File: src/rtl/fft16_bitrev_loader_if.sv
// Stream bundle for the bit-reversing loader: natural-order sample input with
// valid/ready, and the bit-reversed serial burst that feeds the FFT top.
interface fft16_bitrev_loader_if #(
  parameter int DATA_W = 64
);
  logic              in_valid;
  logic              in_ready;
  logic [DATA_W-1:0] in_data;
  logic              out_start;
  logic              out_valid;
  logic [DATA_W-1:0] out_data;

  modport master (
    output in_valid, in_data,
    input  in_ready, out_start, out_valid, out_data
  );

  modport slave (
    input  in_valid, in_data,
    output in_ready, out_start, out_valid, out_data
  );
endinterface

File: src/rtl/fft16_bitrev_loader.sv
// Ping-pong frame buffer: collects N natural-order samples per bank and replays
// each full bank as a gapless N-cycle burst in bit-reversed order.
module fft16_bitrev_loader #(
  parameter int DATA_W = 64,
  parameter int N      = 16,
  parameter int LOG2N  = 4
) (
  input  logic                 i_clk,
  input  logic                 i_rst_n,
  input  logic                 i_flush,
  fft16_bitrev_loader_if.slave s_if,
  output logic [7:0]           o_frame_cnt
);

  typedef enum logic {ST_IDLE, ST_STREAM} rd_state_t;

  logic [DATA_W-1:0] r_mem [0:2*N-1];

  logic [LOG2N-1:0]  r_wr_cnt;
  logic              r_wr_bank;
  logic              r_rd_bank;
  logic [1:0]        r_bank_full;
  rd_state_t         r_state;
  logic [LOG2N-1:0]  r_rd_cnt;
  logic              r_out_start;
  logic              r_out_valid;
  logic [DATA_W-1:0] r_out_data;
  logic [7:0]        r_frame_cnt;

  logic              w_in_ready;
  logic              w_xfer;
  logic              w_wr_last;
  logic              w_rd_go;
  logic              w_rd_last;
  logic [LOG2N-1:0]  w_rd_idx;
  logic [LOG2N-1:0]  w_rd_rev;
  logic [1:0]        w_set;
  logic [1:0]        w_clr;

  assign w_in_ready = !r_bank_full[r_wr_bank];
  assign w_xfer     = s_if.in_valid && w_in_ready && !i_flush;
  assign w_wr_last  = w_xfer && (r_wr_cnt == LOG2N'(N-1));

  // In IDLE the first burst sample (index 0) is fetched on the same edge the burst starts.
  assign w_rd_idx  = (r_state == ST_IDLE) ? '0 : r_rd_cnt;
  assign w_rd_go   = (r_state == ST_STREAM) || r_bank_full[r_rd_bank];
  assign w_rd_last = (r_state == ST_STREAM) && (r_rd_cnt == LOG2N'(N-1));

  genvar gi;
  generate
    for (gi = 0; gi < LOG2N; gi++) begin : g_bitrev
      assign w_rd_rev[gi] = w_rd_idx[LOG2N-1-gi];
    end
    for (gi = 0; gi < 2; gi++) begin : g_bank_flags
      assign w_set[gi] = w_wr_last && (r_wr_bank == 1'(gi));
      assign w_clr[gi] = w_rd_last && (r_rd_bank == 1'(gi));
    end
  endgenerate

  always_ff @(posedge i_clk) begin
    if (w_xfer) begin
      r_mem[{r_wr_bank, r_wr_cnt}] <= s_if.in_data;
    end
  end

  always_ff @(posedge i_clk or negedge i_rst_n) begin
    if (!i_rst_n) begin
      r_wr_cnt  <= '0;
      r_wr_bank <= 1'b0;
    end else if (i_flush) begin
      r_wr_cnt <= '0;
    end else if (w_xfer) begin
      r_wr_cnt <= r_wr_cnt + LOG2N'(1);
      if (w_wr_last) begin
        r_wr_bank <= ~r_wr_bank;
      end
    end
  end

  // Fill and drain always target different banks, so set and clear never collide.
  always_ff @(posedge i_clk or negedge i_rst_n) begin
    if (!i_rst_n) begin
      r_bank_full <= 2'b00;
    end else begin
      r_bank_full <= (r_bank_full | w_set) & ~w_clr;
    end
  end

  always_ff @(posedge i_clk or negedge i_rst_n) begin
    if (!i_rst_n) begin
      r_state     <= ST_IDLE;
      r_rd_cnt    <= '0;
      r_rd_bank   <= 1'b0;
      r_out_start <= 1'b0;
      r_out_valid <= 1'b0;
      r_out_data  <= '0;
      r_frame_cnt <= 8'd0;
    end else if (w_rd_go) begin
      r_out_data  <= r_mem[{r_rd_bank, w_rd_rev}];
      r_out_valid <= 1'b1;
      r_out_start <= (r_state == ST_IDLE);
      r_rd_cnt    <= w_rd_idx + LOG2N'(1);
      // Dropping back to IDLE after the last index lets a full partner bank start gaplessly.
      if (w_rd_last) begin
        r_state     <= ST_IDLE;
        r_rd_bank   <= ~r_rd_bank;
        r_frame_cnt <= r_frame_cnt + 8'd1;
      end else begin
        r_state <= ST_STREAM;
      end
    end else begin
      r_out_valid <= 1'b0;
      r_out_start <= 1'b0;
    end
  end

  assign s_if.in_ready  = w_in_ready;
  assign s_if.out_start = r_out_start;
  assign s_if.out_valid = r_out_valid;
  assign s_if.out_data  = r_out_data;
  assign o_frame_cnt    = r_frame_cnt;

endmodule

File: src/flat_wrapper.sv
// flat-port wrapper written by rule: the top's interface ports become plain ports
module fft16_bitrev_loader_flat 
#(
  parameter int DATA_W = 64,
  parameter int N      = 16,
  parameter int LOG2N  = 4
)
  (i_clk, i_rst_n, i_flush, o_frame_cnt, s_if_in_valid, s_if_in_data, s_if_in_ready, s_if_out_start, s_if_out_valid, s_if_out_data);
  fft16_bitrev_loader_if #(.DATA_W(DATA_W)) s_if_i ();
  input  logic i_clk;
  input  logic i_rst_n;
  input  logic i_flush;
  output logic [7:0] o_frame_cnt;
  input wire logic [$bits(s_if_i.in_valid)-1:0] s_if_in_valid;
  input wire logic [$bits(s_if_i.in_data)-1:0] s_if_in_data;
  output wire logic [$bits(s_if_i.in_ready)-1:0] s_if_in_ready;
  output wire logic [$bits(s_if_i.out_start)-1:0] s_if_out_start;
  output wire logic [$bits(s_if_i.out_valid)-1:0] s_if_out_valid;
  output wire logic [$bits(s_if_i.out_data)-1:0] s_if_out_data;
  assign s_if_i.in_valid = s_if_in_valid;
  assign s_if_i.in_data = s_if_in_data;
  assign s_if_in_ready = s_if_i.in_ready;
  assign s_if_out_start = s_if_i.out_start;
  assign s_if_out_valid = s_if_i.out_valid;
  assign s_if_out_data = s_if_i.out_data;
  fft16_bitrev_loader #(.DATA_W(DATA_W), .N(N), .LOG2N(LOG2N)) u_core (.i_clk(i_clk), .i_rst_n(i_rst_n), .i_flush(i_flush), .s_if(s_if_i), .o_frame_cnt(o_frame_cnt));
endmodule
File: config.mk
export PLATFORM = sky130hd
export DESIGN_NAME = fft16_bitrev_loader_flat
export DESIGN_NICKNAME = d
export VERILOG_FILES = /design/src/rtl/fft16_bitrev_loader_if.sv /design/src/rtl/fft16_bitrev_loader.sv /design/src/flat_wrapper.sv
export SDC_FILE = /design/constraint.sdc
export NUM_CORES = 2
export LEC_CHECK = 0
export BUFFER_PORTS_ARGS = -buffer_cell sky130_fd_sc_hd__buf_2
export CAP_MARGIN = 15
export CELL_PAD_IN_SITES_DETAIL_PLACEMENT = 0
export CELL_PAD_IN_SITES_GLOBAL_PLACEMENT = 2
export CORE_MARGIN = 2
export CORE_UTILIZATION = 48
export CTS_CLUSTER_SIZE = 24
export DETAILED_ROUTE_END_ITERATION = 12
export PLACE_DENSITY = 0.82
export RECOVER_POWER = 25
export SYNTH_ARGS = -nofsm -noshare
export SYNTH_HDL_FRONTEND = slang
export SYNTH_SLANG_ARGS = --single-unit
File: constraint.sdc
create_clock -name i_clk -period 7.16 [get_ports i_clk]
set_input_delay 0 -clock i_clk [delete_from_list [all_inputs] [get_ports i_clk]]
set_output_delay 0 -clock i_clk [all_outputs]
set_load 0.1 [all_outputs]
==> metrics.txt <==
GRT Total Usage=0.266; min Tclk post-route=4.19 ns; Core ar.=0.178 mm2; final hold violations=0; Post-synth EDFFs=2048; Combinational Power Share=0.015; Sequential Area=0.0637 mm2; worst hold path type=in -> reg; ranking of synthesized cells by area=edfxtp_1, mux2i_1, dfrtp_1; Die Y-Extent=427 um; met2 wire length=117000 um; clock share of power=0.435; DR WL/cell=32.5 um; Num CTS Buffers=211; Post-synth ARST share=0.0407; total I/O pin count=143; GP Congestion=0.769; met3 WL post-DR=20500 um; WL met1=98900 um; post-CTS sizing=0; Clk Latency, worst-skew pair=0.85 ns; DRT Pass-1 Iters=5; Final setup viols=0; initial core utilization=0.482; NetSw=4.99 mW; clock root cell=clkbuf_16; cell internal pwr=20.0 mW; CTS Sinks=2135; fraction of layout cells with a size suffix above 1=0.142; Flop pwr share=0.550; vias per std cell=6.52; final wirelength=244000 um; clk slew on worst S/H paths=0.06 ns; Slew Viols, Final=0; crit path capture type=flop; Post-DRT Antenna Nets=0; Slew headroom=0.0495; Multi-input gate area=0.0201 mm2; Post-Syn Nets=4893; DRC Markers=0; cts hold-fix bufs=71; Final period util=0.585; Required @ worst endpoint=7.88 ns; DP HPWL=120000 um; Netlist cell types=51; largest net degree at the start of global routing=161; Clock Path Buffers=3; Worst Tran Pin Value=1.43 ns; initial antenna violation count=9; run status=complete, no violations; Area Overhead vs Synth=12.4%; IO buf count=142; CP Class=reg -> reg; post-synthesis sequential area ratio=0.743; Main synth FF type=edfxtp_1; CP Max Fanout=57; post-layout util=0.542; largest area contributor in the netlist=edfxtp_1; num rows=155; FF+latch count, synth=2135; final net count=5050; CTS tree=yes; Max-cap violations=0; RSZ-0062 raised after global routing=no; Yosys top cell area share=0.718; global-route wire length before repair=346000 um; Post-Place Setup Slack=3.00 ns; uppermost layer routed=met5; drt first-iter violations=5950; fin worst setup slack=2.97 ns; Sum Neg Setup Slack=0 ns; Max rail drop VDD=0.228 mV; Setup Buffers After CTS=0; Leak=28.9 nW; Die Area=0.182 mm2; PD cells=259 mW/mm2; Netlist Area Pre-Place=0.0857 mm2; Switching Fraction=0.200; Worst Clk Skew=0.0442 ns; vias in the first global route=47539; Mapped Cells=4819; grt total ovfl=0; Hold WS=0.191 ns; Fillers=13706; H-tree depth=4; Die X=427 um; Critical Path Source Type=flop; Max Freq=0.239 GHz; Tot Pwr=25.0 mW; Vias=49010; synth warn=0; Avg Inst Size Synth=17.8 um2; critical path arrival=4.91 ns
final cells by class:
class,instances,share of cell area
clock inverters,123,0.0118
inverters,74,0.00304
well taps,2355,0.0306
flip-flops and latches,2135,0.661
clock buffers,272,0.0588
repair buffers,325,0.0256
multi-input cells,2229,0.209
diodes,6,0.000156
per-stage QoR:
step | std cells | instance area, um2
finish | 7519 | 96400
global route | 7516 | 96300
CTS | 7512 | 96400
detailed placement | 7046 | 88800
global placement | 7044 | 88800
floorplan | 4819 | 85700
power groups by stage:
stage	combinational, mW	clock [mW]	sequential, mW
floorplan	0.0950	0	14.0
global placement	0.315	0	14.0
detailed placement	0.330	0	14.0
CTS	0.366	11.0	13.7
global route	0.396	11.5	13.7
finish	0.364	10.9	13.7
cells in the final DEF (no fill, tap or decap), types with 82 or more instances in the layout:
cell,netlist,layout
a221o_1,128,128
buf_4,60,94
a21oi_1,130,130
buf_2,83,99
clkbuf_1,204,90
mux2i_1,641,641
edfxtp_1,2048,2048
a22oi_1,227,227
dfrtp_1,87,82
clkbuf_16,0,213
nor4b_1,128,128
a31oi_1,128,128
critical path, cell delays in order (launching register included):
cell and delay [ns]:
dfrtp_4 1.00, buf_4 0.74, and3_4 0.95, buf_4 0.68, a22oi_1 0.21, a31oi_1 0.31, a22oi_1 0.11
worst paths after layout:
check / cells past startpoint / slack, ns / from / end
worst max-delay path: 6 / 2.97 / u_core.r_state$_DFFE_PN0P_ / u_core.s_if.out_data[10]$_DFFE_PN0P_
worst min-delay path: 5 / 0.19 / s_if_in_valid / u_core.r_wr_cnt[2]$_DFFE_PN0P_
worst max register to register: 6 / 2.97 / u_core.r_state$_DFFE_PN0P_ / u_core.s_if.out_data[10]$_DFFE_PN0P_
worst min register to register: 1 / 0.47 / u_core.o_frame_cnt[7]$_DFFE_PN0P_ / u_core.o_frame_cnt[7]$_DFFE_PN0P_
max in group asynchronous: 4 / 5.77 / i_rst_n / u_core.r_rd_cnt[0]$_DFFE_PN0P_
min in group asynchronous: 4 / 0.24 / i_rst_n / u_core.s_if.out_valid$_DFF_PN0_
synthesized netlist by cell type, types with 66 or more instances:
cell,instances
edfxtp_1,2048
o21ai_0,68
inv_1,74
dfrtp_1,87
a31oi_1,128
a21oi_1,130
mux2i_1,641
a22oi_1,227
nand3b_1,67
nor4b_1,128
mux2_2,66
a221o_1,128
buf_2,83
clkbuf_1,204
cell families after synthesis:
logic type | synth area share
muxes | 0.100
adders and majority gates | 0.000876
xor gates and xnor gates | 0.00123
DFF | 0.743
AOI/OAI and AO/OA | 0.0980
buffers and inverters | 0.0254
and+or+nand+nor | 0.0311
metal layers:
metal  up-vias  track usage
li1      20306            -
met1     25814        0.369
met2      2454        0.429
met3       432       0.0429
met4         4       0.0859
met5         -            0
sequential cells by signal, summed over array words and instances (netlist names):
signal	count
u_core.r_mem	2048
u_core.s_if.out_data	64
u_core.o_frame_cnt	8
u_core.r_rd_cnt	4
u_core.r_wr_cnt	4
u_core.r_bank_full	2
u_core.r_rd_bank	1
u_core.r_state	1
u_core.r_wr_bank	1
u_core.s_if.out_start	1
u_core.s_if.out_valid	1
Note: power is estimated with default switching activity, not from simulation.
